$ cat src/rtl/fetch_unit.sv
// Instruction fetch stage: owns the PC, issues single-outstanding reads to
// instruction memory and buffers returned bytes in a 2-entry FIFO for the decoder.
module fetch_unit #(
    parameter int              PC_W     = 8,
    parameter logic [PC_W-1:0] RESET_PC = '0
) (
    input  logic            clk,
    input  logic            n_rst,
    output logic            imem_req,
    output logic [PC_W-1:0] imem_addr,
    input  logic            imem_ack,
    input  logic [7:0]      imem_rdata,
    input  logic            redirect_valid,
    input  logic [PC_W-1:0] redirect_pc,
    input  logic            halt,
    input  logic            stall,
    output logic            out_valid,
    output logic [7:0]      out_instr,
    output logic [PC_W-1:0] out_pc,
    output logic [PC_W-1:0] out_pc_inc
);

    localparam logic [PC_W-1:0] PC_ONE = {{(PC_W-1){1'b0}}, 1'b1};

    typedef enum logic [1:0] {
        ST_RUN        = 2'd0,
        ST_DRAIN      = 2'd1,
        ST_HALT_DRAIN = 2'd2,
        ST_HALTED     = 2'd3
    } state_t;

    state_t          r_state, w_state_n;
    logic [PC_W-1:0] r_fetch_pc, w_fetch_pc_n;
    logic [PC_W-1:0] r_addr, w_addr_n;
    logic            r_req, w_req_n;
    logic [1:0]      r_count, w_count_n;
    logic [7:0]      r_instr0, r_instr1;
    logic [PC_W-1:0] r_pc0, r_pc1;
    logic            w_ack, w_busy, w_pop, w_push, w_flush, w_issue;
    logic [1:0]      w_wr_idx;

    // w_busy: a request stays outstanding past this edge
    assign w_ack    = imem_ack & r_req;
    assign w_busy   = r_req & ~imem_ack;
    assign w_pop    = (r_count != 2'd0) & ~stall;
    assign w_wr_idx = r_count - {1'b0, w_pop};

    // Next-state, PC, FIFO occupancy and request issue decisions
    always_comb begin
        w_state_n    = r_state;
        w_fetch_pc_n = r_fetch_pc;
        w_push       = 1'b0;
        w_flush      = 1'b0;
        case (r_state)
            ST_RUN: begin
                if (halt) begin
                    w_flush   = 1'b1;
                    w_state_n = w_busy ? ST_HALT_DRAIN : ST_HALTED;
                end else if (redirect_valid) begin
                    w_flush      = 1'b1;
                    w_fetch_pc_n = redirect_pc;
                    w_state_n    = w_busy ? ST_DRAIN : ST_RUN;
                end else if (w_ack) begin
                    w_push       = 1'b1;
                    w_fetch_pc_n = r_fetch_pc + PC_ONE;
                end else begin
                    w_push = 1'b0;
                end
            end
            ST_DRAIN: begin
                if (halt) begin
                    w_flush   = 1'b1;
                    w_state_n = w_busy ? ST_HALT_DRAIN : ST_HALTED;
                end else if (redirect_valid) begin
                    w_flush      = 1'b1;
                    w_fetch_pc_n = redirect_pc;
                    w_state_n    = w_busy ? ST_DRAIN : ST_RUN;
                end else if (w_ack) begin
                    w_state_n = ST_RUN;
                end else begin
                    w_state_n = ST_DRAIN;
                end
            end
            ST_HALT_DRAIN: begin
                if (w_ack) begin
                    w_state_n = ST_HALTED;
                end else begin
                    w_state_n = ST_HALT_DRAIN;
                end
            end
            ST_HALTED: begin
                if (redirect_valid) begin
                    w_fetch_pc_n = redirect_pc;
                    w_state_n    = ST_RUN;
                end else begin
                    w_state_n = ST_HALTED;
                end
            end
            default: begin
                w_state_n = ST_RUN;
            end
        endcase

        if (w_flush) begin
            w_count_n = 2'd0;
        end else begin
            w_count_n = r_count + {1'b0, w_push} - {1'b0, w_pop};
        end
        // A new request is decided from the occupancy seen next cycle
        w_issue  = (w_state_n == ST_RUN) & ~w_busy & (w_count_n < 2'd2);
        w_req_n  = w_busy | w_issue;
        w_addr_n = w_issue ? w_fetch_pc_n : r_addr;
    end

    // State, PC, request and FIFO registers
    always_ff @(posedge clk or negedge n_rst) begin
        if (!n_rst) begin
            r_state    <= ST_RUN;
            r_fetch_pc <= RESET_PC;
            r_addr     <= RESET_PC;
            r_req      <= 1'b0;
            r_count    <= 2'd0;
            r_instr0   <= 8'd0;
            r_instr1   <= 8'd0;
            r_pc0      <= '0;
            r_pc1      <= '0;
        end else begin
            r_state    <= w_state_n;
            r_fetch_pc <= w_fetch_pc_n;
            r_addr     <= w_addr_n;
            r_req      <= w_req_n;
            r_count    <= w_count_n;
            if (!w_flush) begin
                if (w_pop) begin
                    r_instr0 <= r_instr1;
                    r_pc0    <= r_pc1;
                end else begin
                    r_instr0 <= r_instr0;
                end
                if (w_push && (w_wr_idx == 2'd0)) begin
                    r_instr0 <= imem_rdata;
                    r_pc0    <= r_addr;
                end else if (w_push) begin
                    r_instr1 <= imem_rdata;
                    r_pc1    <= r_addr;
                end else begin
                    r_instr1 <= r_instr1;
                end
            end else begin
                r_instr0 <= r_instr0;
            end
        end
    end

    assign imem_req   = r_req;
    assign imem_addr  = r_addr;
    assign out_valid  = (r_count != 2'd0);
    assign out_instr  = r_instr0;
    assign out_pc     = r_pc0;
    assign out_pc_inc = r_pc0 + PC_ONE;

endmodule

$ cat config.mk
export PLATFORM = sky130hd
export DESIGN_NAME = fetch_unit
export DESIGN_NICKNAME = d
export VERILOG_FILES = /design/src/rtl/fetch_unit.sv
export SDC_FILE = /design/constraint.sdc
export NUM_CORES = 1
export LEC_CHECK = 0
export CAP_MARGIN = 10
export CORE_AREA = 5 5 98 137
export CTS_CLUSTER_DIAMETER = 150
export DETAILED_ROUTE_END_ITERATION = 10
export DIE_AREA = 0 0 103 142
export GPL_TIMING_DRIVEN = 0
export PLACE_DENSITY = 0.54
export SLEW_MARGIN = 20
export SYNTH_ARGS = -nofsm -noshare
export SYNTH_HDL_FRONTEND = slang
export SYNTH_SLANG_ARGS = --single-unit
$ cat constraint.sdc
create_clock -name clk -period 6.36 [get_ports clk]
set_clock_uncertainty 0.2 [all_clocks]
set_input_delay 0.636 -clock clk [delete_from_list [all_inputs] [get_ports clk]]
set_output_delay 0.636 -clock clk [all_outputs]
set_load 0.005 [all_outputs]
==> run_summary.xml <==
<?xml version="1.0" encoding="UTF-8"?>
<metrics>
  <group name="outcome">
    <metric name="status" unit="">finished, final reports clean</metric>
  </group>
  <group name="placed_design">
    <metric name="place.gp.congestion" unit="">0.839</metric>
    <metric name="dp_cells" unit="">456</metric>
    <metric name="placedInstanceArea" unit="mm²">0.00368</metric>
    <metric name="dp_hpwl" unit="µm">5270</metric>
    <metric name="buffer_ports.inserted" unit="">55</metric>
  </group>
  <group name="cells_and_area">
    <metric name="multi_input_comb_area" unit="mm²">0.00149</metric>
    <metric name="layout_common_cells" unit="">clkdlybuf4s50_1 (54), dfrtp_1 (53), mux2_2 (45)</metric>
    <metric name="postLayoutCoreUtil" unit="%">31.8</metric>
    <metric name="seqCellArea" unit="mm²">0.00133</metric>
    <metric name="layout_commonest_cell" unit="">clkdlybuf4s50_1</metric>
    <metric name="layoutNonFillerInstCount" unit="">464</metric>
    <metric name="num_antenna_cells" unit="">0</metric>
    <metric name="fin_nets" unit="">339</metric>
    <metric name="layout.filler_cells" unit="">1266</metric>
    <metric name="layout-area-overhead-vs-synth" unit="%">31.0</metric>
    <metric name="final_layout_size_suffix_gt1_share" unit="%">23.9</metric>
    <metric name="stdcell_area" unit="mm²">0.00386</metric>
  </group>
  <group name="route">
    <metric name="final_antenna_net_count" unit="">0</metric>
    <metric name="drt_pass1_iterations" unit="">4</metric>
    <metric name="wire_length_after_detailed_routing" unit="µm">7030</metric>
    <metric name="detailedRoute.firstIterationViolations" unit="">136</metric>
    <metric name="remaining_drc_errors" unit="">0</metric>
    <metric name="wl_per_cell" unit="µm">15.2</metric>
    <metric name="viasPerCell" unit="">4.77</metric>
    <metric name="num_vias" unit="">2215</metric>
  </group>
  <group name="power">
    <metric name="power.net_switching" unit="µW">499</metric>
    <metric name="irDropWorstVdd" unit="V">0.000123</metric>
    <metric name="comb_power_share" unit="%">42.2</metric>
    <metric name="power_frac_clock" unit="%">21.0</metric>
    <metric name="pwr-share-seq" unit="%">36.9</metric>
    <metric name="power.density_cell_area" unit="mW/mm²">392</metric>
    <metric name="cell_internal_pwr" unit="µW">1010</metric>
    <metric name="total_leakage_power" unit="µW">0.00174</metric>
    <metric name="p_sw_share" unit="%">33.0</metric>
  </group>
  <group name="floorplan">
    <metric name="rows" unit="">48</metric>
    <metric name="initial_utilization" unit="%">24.3</metric>
    <metric name="fp.dieH" unit="µm">142</metric>
    <metric name="floorplan.die_area" unit="mm²">0.0146</metric>
    <metric name="coreArea" unit="mm²">0.0121</metric>
    <metric name="die-width" unit="µm">103</metric>
    <metric name="count_of_boundary_i_o_pins" unit="">56</metric>
  </group>
  <group name="synthesis">
    <metric name="ys_seq_elements" unit="">53</metric>
    <metric name="synth_simple_gate_area_share" unit="%">10.0</metric>
    <metric name="seq_area_frac_synth" unit="%">45.0</metric>
    <metric name="multiplexer_area_fraction_after_synthesis" unit="%">24.4</metric>
    <metric name="synth_async_sr_flop_share" unit="%">100</metric>
    <metric name="synth_compound_area_share" unit="%">12.0</metric>
    <metric name="synth_warnings" unit="">0</metric>
    <metric name="synth_top_flop_cell" unit="">dfrtp_1</metric>
    <metric name="synth_top_family_by_area" unit="">multiplexers</metric>
    <metric name="post_synth_fa_ha_maj_area_fraction" unit="%">1.70</metric>
    <metric name="synth_enable_flop_cells" unit="">0</metric>
    <metric name="syn_area" unit="mm²">0.00294</metric>
    <metric name="post_synth_xor_area_fraction" unit="%">2.68</metric>
    <metric name="synth.distinct_cells" unit="">49</metric>
    <metric name="synthCells" unit="">251</metric>
    <metric name="mappedNetlistNets" unit="">277</metric>
    <metric name="syn-mean-instance-area" unit="µm²">11.7</metric>
  </group>
  <group name="timing">
    <metric name="final.setup.tns" unit="ps">0</metric>
    <metric name="worst_slew_margin_rel" unit="%">33.2</metric>
    <metric name="final-hold-violation-count" unit="">0</metric>
    <metric name="setup-violations-final" unit="">0</metric>
    <metric name="post-route-min-period" unit="ps">4140</metric>
    <metric name="rsz_0062_raised_after_global_routing" unit="">no</metric>
    <metric name="tightest_slew" unit="ps">994</metric>
    <metric name="maxSlewViolCount" unit="">0</metric>
    <metric name="fin_crit_sh" unit="%">65.2</metric>
    <metric name="maximum_frequency_from_static_timing_analysis" unit="MHz">241</metric>
  </group>
  <group name="clocking">
    <metric name="clock-root-buffer" unit="">clkbuf_16</metric>
    <metric name="post-cts-setup-buffers" unit="">0</metric>
    <metric name="cts_made_buffers" unit="">5</metric>
    <metric name="cts_tree" unit="">yes</metric>
    <metric name="clk_pin_slew" unit="ps">70</metric>
    <metric name="clockBufferDepth" unit="">2</metric>
    <metric name="cts_hold_buffers" unit="">0</metric>
    <metric name="clkLatencyLatePin" unit="ps">290</metric>
    <metric name="cts.sink_count" unit="">53</metric>
    <metric name="postCtsResizedCells" unit="">0</metric>
    <metric name="htree_levels" unit="">2</metric>
  </group>
  <group name="critical_path">
    <metric name="crit_fanout" unit="">9</metric>
    <metric name="worst-endpoint-arrival" unit="ps">4120</metric>
    <metric name="timing_worst_setup_path_type" unit="">input pin to register</metric>
    <metric name="cp-end-kind" unit="">register</metric>
    <metric name="crit_path_start_kind" unit="">input pin</metric>
    <metric name="cp.required" unit="ps">6330</metric>
  </group>
  <group name="global_routing">
    <metric name="grt_antenna_before_repair" unit="">0</metric>
    <metric name="grtUsageMet2" unit="%">16.6</metric>
    <metric name="grt-ovfl-total" unit="">0</metric>
    <metric name="grt.met1_usage" unit="%">12.8</metric>
    <metric name="grt_first_pass_wirelength" unit="µm">11600</metric>
    <metric name="via_count_of_the_first_global_routing_pass" unit="">2290</metric>
    <metric name="grtUsageTotal" unit="%">10.0</metric>
    <metric name="maximum_number_of_pins_on_one_net_before_global_route_repair" unit="">54</metric>
    <metric name="grt_busiest_layer" unit="">met2</metric>
    <metric name="grtUsageMet3" unit="%">2.01</metric>
  </group>
  <group name="worst_hold_path">
    <metric name="min_delay_worst_type" unit="">input pin to asynchronous set/reset pin</metric>
  </group>
  <group name="run">
    <metric name="max_cap_viol_count" unit="">0</metric>
  </group>
</metrics>
==> synth_stat cells (all sizes together) (2+ instances only) <==
cell	instances	area share, %
a22o	4	1.2
nor4	2	0.64
dfrtp	53	45
a222oi	6	2.0
a21o	2	0.51
nand2	4	0.51
ha	4	1.7
nand3	11	1.9
o21ai	11	1.9
mux2i	9	3.1
and2	2	0.42
a21boi	2	0.51
mux2	53	21
o22ai	6	1.3
and3b	2	0.60
a221oi	2	0.60
a21oi	4	0.68
inv	10	1.3
o311ai	3	0.89
xnor2	7	2.1
nor2b	6	1.3
buf	7	1.8
clkbuf	8	1.0
nor2	7	0.89
or3	2	0.60
or2	2	0.42
xor2	2	0.60
and3	4	0.85
nand2b	4	1.1
==> cells by family after synthesis <==
kind of cell | Yosys count
fa+ha+maj | 4
compound gates | 48
flops | 53
buf+inv | 26
mux | 62
xor+xnor | 9
simple gates | 49
==> flip-flops by register name, summed over array words and instances, names as in the netlist <==
register	cells
r_fetch_pc	8
imem_req	1
imem_addr	8
r_instr1	8
r_count	2
out_pc	8
out_instr	8
r_state	2
r_pc1	8
==> power groups by stage <==
stage | clock, µW | sequential (µW) | combinational, µW
2_1_floorplan | 0 | 541 | 381
3_3_place_gp | 0 | 559 | 631
3_5_place_dp | 0 | 564 | 644
4_1_cts | 327 | 558 | 647
5_1_grt | 340 | 579 | 704
6_report | 317 | 558 | 638
==> path summary, 6_finish.rpt <==
| path | slack, ps | to | start | depth (start not counted) |
|---|---|---|---|---|
| max | 2220 | imem_addr[1] | halt | 12 |
| min | 200 | out_instr[1] | n_rst | 1 |
| max reg2reg | 2440 | imem_addr[1] | r_state[0] | 12 |
| min reg2reg | 310 | r_pc1[0] | r_pc1[0] | 1 |
| max in group asynchronous | 5310 | imem_addr[3] | n_rst | 1 |
| min in group clk | 310 | r_pc1[0] | r_pc1[0] | 1 |
==> metrics by stage <==
step / hold slack (ps) / total power (µW) / setup WS (ps)
final: 200 / 1510 / 2220
after floorplan: 140 / 922 / 2720
after global placement: 283 / 1190 / 1870
after global routing: 257 / 1620 / 1960
after CTS: 211 / 1530 / 2140
after detailed placement: 295 / 1210 / 1860
==> layout make-up <==
| class | count | share of cell area [%] |
|---|---|---|
| clock buffer | 6 | 3.60 |
| buffer | 15 | 2.14 |
| inverter | 11 | 1.07 |
| tap | 150 | 4.87 |
| multi-input combinational | 172 | 38.7 |
| clock inverter | 2 | 0.973 |
| timing repair buffer | 55 | 14.2 |
| sequential | 53 | 34.4 |
==> critical path: stages <==
cell	delay, ps
clkdlybuf4s50_1	440
or3_4	390
or3_1	350
buf_2	150
ha_1	270
inv_1	40
ha_1	180
xnor2_1	140
xnor2_1	120
and2_1	180
nor4_2	820
mux2_2	410
==> routing by layer <==
metal | up-vias | wire length, µm
li1 | 1057 | -
met3 | 10 | 385
met4 | 0 | 133
met1 | 1087 | 3040
met2 | 61 | 3470
met5 | - | 0
Note: power is estimated with default switching activity, not from simulation.
